$ cat config.mk
export PLATFORM = sky130hd
export DESIGN_NAME = mem_arbiter
export DESIGN_NICKNAME = d
export VERILOG_FILES = /design/src/rtl/mem_arb_pkg.sv /design/src/rtl/mem_arbiter.sv
export SDC_FILE = /design/constraint.sdc
export NUM_CORES = 1
export LEC_CHECK = 0
export CAP_MARGIN = 20
export CORE_MARGIN = 10
export CORE_UTILIZATION = 42
export DETAILED_ROUTE_END_ITERATION = 8
export PLACE_DENSITY = 0.81
export SLEW_MARGIN = 20
export SYNTH_ARGS = -nofsm -noshare
export SYNTH_HDL_FRONTEND = slang
export SYNTH_SLANG_ARGS = --single-unit
$ cat constraint.sdc
create_clock -name clk -period 4.99 [get_ports clk]
set_input_delay 0.499 -clock clk [delete_from_list [all_inputs] [get_ports clk]]
set_output_delay 0.499 -clock clk [all_outputs]
set_load 0.1 [all_outputs]
$ cat src/rtl/mem_arb_pkg.sv
`default_nettype none
// ============================================================================
// Module : mem_arb_pkg
// Shared state encoding and constants for the fetch/data memory arbiter.
// Rev    : 1.0
// ============================================================================
package mem_arb_pkg;

    typedef enum logic [1:0] {
        ARB_IDLE   = 2'd0,
        ARB_BUSY_I = 2'd1,
        ARB_BUSY_D = 2'd2
    } arb_state_t;

    localparam logic [31:0] TIMEOUT_DATA = 32'hDEAD_BEEF;

endpackage
`default_nettype wire

$ cat src/rtl/mem_arbiter.sv
`default_nettype none
// ============================================================================
// Module : mem_arbiter
// Shares one variable-latency memory between fetch and data stages; optional
// watchdog enabled by defining MEM_ARB_TIMEOUT_EN.
// Rev    : 1.0
// ============================================================================
module mem_arbiter
    import mem_arb_pkg::*;
#(
    parameter int AW             = 32,
    parameter int DW             = 32,
    parameter int MAX_D_STREAK   = 4,
    parameter int TIMEOUT_CYCLES = 64
) (
    input  logic          clk,
    input  logic          reset,
    input  logic          ireq,
    input  logic [AW-1:0] iaddr,
    output logic          idone,
    output logic [DW-1:0] irdata,
    input  logic          dreq,
    input  logic          dwe,
    input  logic [AW-1:0] daddr,
    input  logic [DW-1:0] dwdata,
    output logic          ddone,
    output logic [DW-1:0] drdata,
    output logic          stallF,
    output logic          stallM,
    output logic          mem_req,
    output logic          mem_we,
    output logic [AW-1:0] mem_addr,
    output logic [DW-1:0] mem_wdata,
    input  logic [DW-1:0] mem_rdata,
    input  logic          mem_ready,
    output logic          err
);

    localparam int SW = (MAX_D_STREAK > 0) ? $clog2(MAX_D_STREAK + 1) : 1;

    arb_state_t    state_q;
    logic          idone_q, ddone_q, mem_req_q, mem_we_q;
    logic [AW-1:0] mem_addr_q;
    logic [DW-1:0] mem_wdata_q, irdata_q, drdata_q;
    logic [SW-1:0] streak_q, streak_d;

    logic          w_idle, w_i_elig, w_d_elig, w_streak_max;
    logic          w_grant_i, w_grant_d;
    logic          w_timeout, w_complete;
    logic [DW-1:0] w_rdata;

    // A requester is masked in its own done cycle so a held req is not re-issued.
    assign w_idle       = (state_q == ARB_IDLE);
    assign w_i_elig     = ireq & ~idone_q;
    assign w_d_elig     = dreq & ~ddone_q;
    assign w_streak_max = (streak_q == SW'(MAX_D_STREAK));
    assign w_grant_d    = w_idle & w_d_elig & ~(w_streak_max & w_i_elig);
    assign w_grant_i    = w_idle & w_i_elig & ~w_grant_d;

    always_comb begin
        streak_d = streak_q;
        if (w_grant_d) begin
            if (!w_i_elig) begin
                streak_d = '0;
            end else if (!w_streak_max) begin
                streak_d = streak_q + SW'(1);
            end
        end else if (w_grant_i) begin
            streak_d = '0;
        end
    end

`ifdef MEM_ARB_TIMEOUT_EN
    localparam int TW = $clog2(TIMEOUT_CYCLES + 1);

    logic [TW-1:0] wd_q;
    logic          err_q;

    assign w_timeout = ~w_idle & ~mem_ready & (wd_q == TW'(TIMEOUT_CYCLES - 1));
    assign w_rdata   = w_timeout ? DW'(TIMEOUT_DATA) : mem_rdata;
    assign err       = err_q;

    always_ff @(posedge clk or posedge reset) begin
        if (reset) begin
            wd_q  <= '0;
            err_q <= 1'b0;
        end else begin
            if (w_idle || w_timeout) begin
                wd_q <= '0;
            end else begin
                wd_q <= wd_q + TW'(1);
            end
            if (w_timeout) begin
                err_q <= 1'b1;
            end
        end
    end
`else
    assign w_timeout = 1'b0;
    assign w_rdata   = mem_rdata;
    assign err       = 1'b0;
`endif

    assign w_complete = mem_ready | w_timeout;

    always_ff @(posedge clk or posedge reset) begin
        if (reset) begin
            state_q     <= ARB_IDLE;
            idone_q     <= 1'b0;
            ddone_q     <= 1'b0;
            mem_req_q   <= 1'b0;
            mem_we_q    <= 1'b0;
            mem_addr_q  <= '0;
            mem_wdata_q <= '0;
            irdata_q    <= '0;
            drdata_q    <= '0;
            streak_q    <= '0;
        end else begin
            idone_q <= 1'b0;
            ddone_q <= 1'b0;
            case (state_q)
                ARB_IDLE: begin
                    streak_q <= streak_d;
                    if (w_grant_d) begin
                        mem_req_q   <= 1'b1;
                        mem_we_q    <= dwe;
                        mem_addr_q  <= daddr;
                        mem_wdata_q <= dwdata;
                        state_q     <= ARB_BUSY_D;
                    end else if (w_grant_i) begin
                        mem_req_q   <= 1'b1;
                        mem_we_q    <= 1'b0;
                        mem_addr_q  <= iaddr;
                        state_q     <= ARB_BUSY_I;
                    end
                end
                ARB_BUSY_I: begin
                    if (w_complete) begin
                        mem_req_q <= 1'b0;
                        irdata_q  <= w_rdata;
                        idone_q   <= 1'b1;
                        state_q   <= ARB_IDLE;
                    end
                end
                ARB_BUSY_D: begin
                    if (w_complete) begin
                        mem_req_q <= 1'b0;
                        // Stores keep the last load value unless the watchdog fired.
                        if (!mem_we_q || w_timeout) begin
                            drdata_q <= w_rdata;
                        end
                        ddone_q   <= 1'b1;
                        state_q   <= ARB_IDLE;
                    end
                end
                default: begin
                    state_q <= ARB_IDLE;
                end
            endcase
        end
    end

    assign idone     = idone_q;
    assign ddone     = ddone_q;
    assign irdata    = irdata_q;
    assign drdata    = drdata_q;
    assign mem_req   = mem_req_q;
    assign mem_we    = mem_we_q;
    assign mem_addr  = mem_addr_q;
    assign mem_wdata = mem_wdata_q;
    assign stallF    = ireq & ~idone_q;
    assign stallM    = dreq & ~ddone_q;

endmodule
`default_nettype wire
==> metrics.md <==
| Metric | Value |
|---|---|
| Clk_skew | 0.00638 ns |
| Routability Congestion | 0.869 |
| Final setup fails | 0 |
| WL final | between 15000 and 20000 um |
| PnR worst setup slack | 2.03 ns |
| Clk slew on worst S/H paths | 0.06 ns |
| H-Tree Depth | 4 |
| Hpwl dp | 14300 um |
| DRT antenna net count | 0 |
| CTS tree | yes |
| CP required | 4.49 ns |
| Chip height | between 100 and 150 um |
| Fin nets | 839 |
| # diodes | 0 |
| Crit end category | primary output |
| CP Launch Type | input port |
| Filler cells | between 1000 and 1500 |
| Via/cell ratio | 5.35 |
| WP data arrival | approximately 2.5 ns |
| Drt pass-1 iters | 5 |
| F_max | 338 MHz |
| Layout cells sized above 1 | between 15 and 20% |
| Die Width | 138 um |
| Tcrit/Tclk final | 59.3% |
| Worst Tran Pin Value | 1.08 ns |
| Setup TNS | 0 ns |
| Main area contributors after synthesis | dfrtp_1 59%, mux2_2 18%, a2111oi_0 4.8% |
| Max cap viols | 0 |
| Post-CTS setup buffer count | 0 |
| Most used DFF post-synth | dfrtp_1 |
| Final-report max-slew violation count | 0 |
| Unique masters post-synth | 29 |
| Core Rows | between 40 and 50 |
| Hold slack final | 0.487 ns |
| Via count | 4774 |
| Antenna violations before repair | 0 |
| Ys async rst share | 100% |
| Root buf cell | clkbuf_16 |
| Clock buffer depth | 2 |
| Area leader, netlist | dfrtp_1 |
| Largest net degree at the start of global routing | 104 |
| Drc violations | 0 |
| Post-synth EDFFs | 0 |
| Vias in the first global route | 5150 |
| Mean post-synth cell area | 13.2 um^2 |
| Syn_nets | between 500 and 600 |
| Gr ovfl total | 0 |
| GRT Total Usage | approximately a fifth |
| Hold_buf cts | 0 |
| Status | finished clean |
| DIE AREA | 19000 um^2 |
| FF+latch count, synth | 137 |
| Area delta synth->final | 58.1% |
| Sequential fraction of the synthesis area | 58.6% |
| RSZ-0062 raised after global routing | false |
| Synth warnings | 0 |
| PortBufs | 267 |
| Setup WS pre-CTS | ~2 ns |
| Top-area cell type share of the netlist area | approximately three fifths |
| Total CTS buffers | 17 |
| Global-route wire length before repair | 29500 um |
| Type of the worst setup path | input port to primary output |
| Crit path max fanout | 6 |
| Initial Utilization | 42.4% |
| Clock sinks | 137 |
| Post_cts resized | 0 |
| Io pins | 269 |
| Min-delay worst type | flip-flop to flip-flop |
| Post-DR wirelength/cell | 21.9 um |
| Worst skew pair latency | 0.42 ns |
| Post-route minimum period | 2.96 ns |
| Detailed Route Iter0 Violations | 202 |
| Synth Cell Area | about 5800 um^2 |
| CORE AREA | between 10000 and 15000 um^2 |
| Synth Instances | 442 |
| Slew HR | 27.6% |
| Final hold vios | 0 |
==> cells in the final DEF (no fill, tap or decap) <==
cell and n:
a21oi_1 2, buf_4 10, clkinv_2 4, dfrtp_1 137, inv_6 1, o21ai_0 2, clkinv_1 1, a2111oi_0 32
a311oi_1 1, inv_1 39, mux2_1 4, o21ai_2 1, nand2b_1 5, conb_1 1, clkdlybuf4s50_1 266, mux2_2 93
inv_2 1, o311ai_0 1, a32o_1 1, nor4_1 33, ha_1 6, o22ai_1 1, a21o_1 1, clkbuf_1 2
clkbuf_8 1, a22o_1 3, clkinvlp_4 1, nand2_1 3, nor3_4 1, bufinv_16 4, clkbuf_16 17, clkinv_4 3
a211oi_1 32, and2_1 1, and4b_1 1
==> flip-flops by register name (all words and copies together), names as in the netlist <==
| name | count |
|---|---|
| streak_q | 3 |
| mem_addr | 32 |
| mem_req | 1 |
| drdata | 32 |
| mem_wdata | 32 |
| state_q | 2 |
| irdata | 32 |
| idone | 1 |
| mem_we | 1 |
| ddone | 1 |
==> area by class of cell <==
| type | instances | area [um^2] | share of cell area, % |
|---|---|---|---|
| flip-flops and latches | 137 | 3430 | 37.1 |
| repair buffers | 276 | 2740 | 29.6 |
| multi-input cells | 225 | 2070 | 22.4 |
| clock buffers | 20 | 447 | 4.83 |
| well taps | 180 | 225 | 2.44 |
| clock inverters | 12 | 174 | 1.88 |
| inverters | 42 | 163 | 1.76 |
==> metrics by stage <==
| stage | util [%] | cell area, um^2 | cells |
|---|---|---|---|
| 2_1_floorplan | - | 5850 | 442 |
| 3_3_place_gp | 62.6 | 8620 | 860 |
| 3_5_place_dp | 62.6 | 8620 | 860 |
| 4_1_cts | 67.1 | 9240 | 892 |
| 5_1_grt | 67.1 | 9240 | 892 |
| 6_report | 67.1 | 9240 | 892 |
==> kinds of logic (layout without fill, tap and decap cells) <==
logic type,Yosys count,in the layout,share of synthesized area [%]
adder cells (fa/ha/maj),6,6,1.28
multiplexers,97,97,18.7
buffers and inverters,80,350,5.95
flip-flops,137,137,58.6
AO/OA/AOI/OAI,77,77,10.6
AND/OR/NAND/NOR,44,44,4.82
other,1,1,0.0642
==> worst paths after layout <==
path,startpoint,end,slack (ns),depth (start not counted)
max,ireq,stallF,2.03,4
min,mem_wdata[2],mem_wdata[2],0.49,1
max reg2reg,ddone,mem_addr[18],2.44,6
min reg2reg,mem_wdata[2],mem_wdata[2],0.49,1
max in group asynchronous,reset,mem_wdata[20],3.27,3
min in group asynchronous,reset,mem_wdata[22],0.66,2
==> synth_stat cells, types with 2 or more instances <==
cell type / n
a21oi_1: 2
clkbuf_1: 19
nand2b_1: 5
o21ai_0: 2
mux2_2: 93
buf_1: 3
dfrtp_1: 137
nand2_1: 3
ha_1: 6
inv_1: 41
a2111oi_0: 32
mux2_1: 4
a22o_1: 3
buf_6: 4
nor4_1: 33
buf_2: 11
a211oi_1: 32
==> routing by layer <==
layer / share of wire (%) / GRT usage (%)
met1: 36 / 22.4
met2: 47 / 32.5
met3: 15 / 11.3
met4: 1.8 / 7.82
met5: 0 / 0
==> critical path, stage by stage <==
cell	delay [ns]
clkdlybuf4s50_1	0.49
nand2b_1	0.08
inv_1	0.18
clkdlybuf4s50_1	1.20
Power is left out: the tool's default activity adds up to more than one toggle a clock period on the data nets, which glitch-free logic cannot reach.
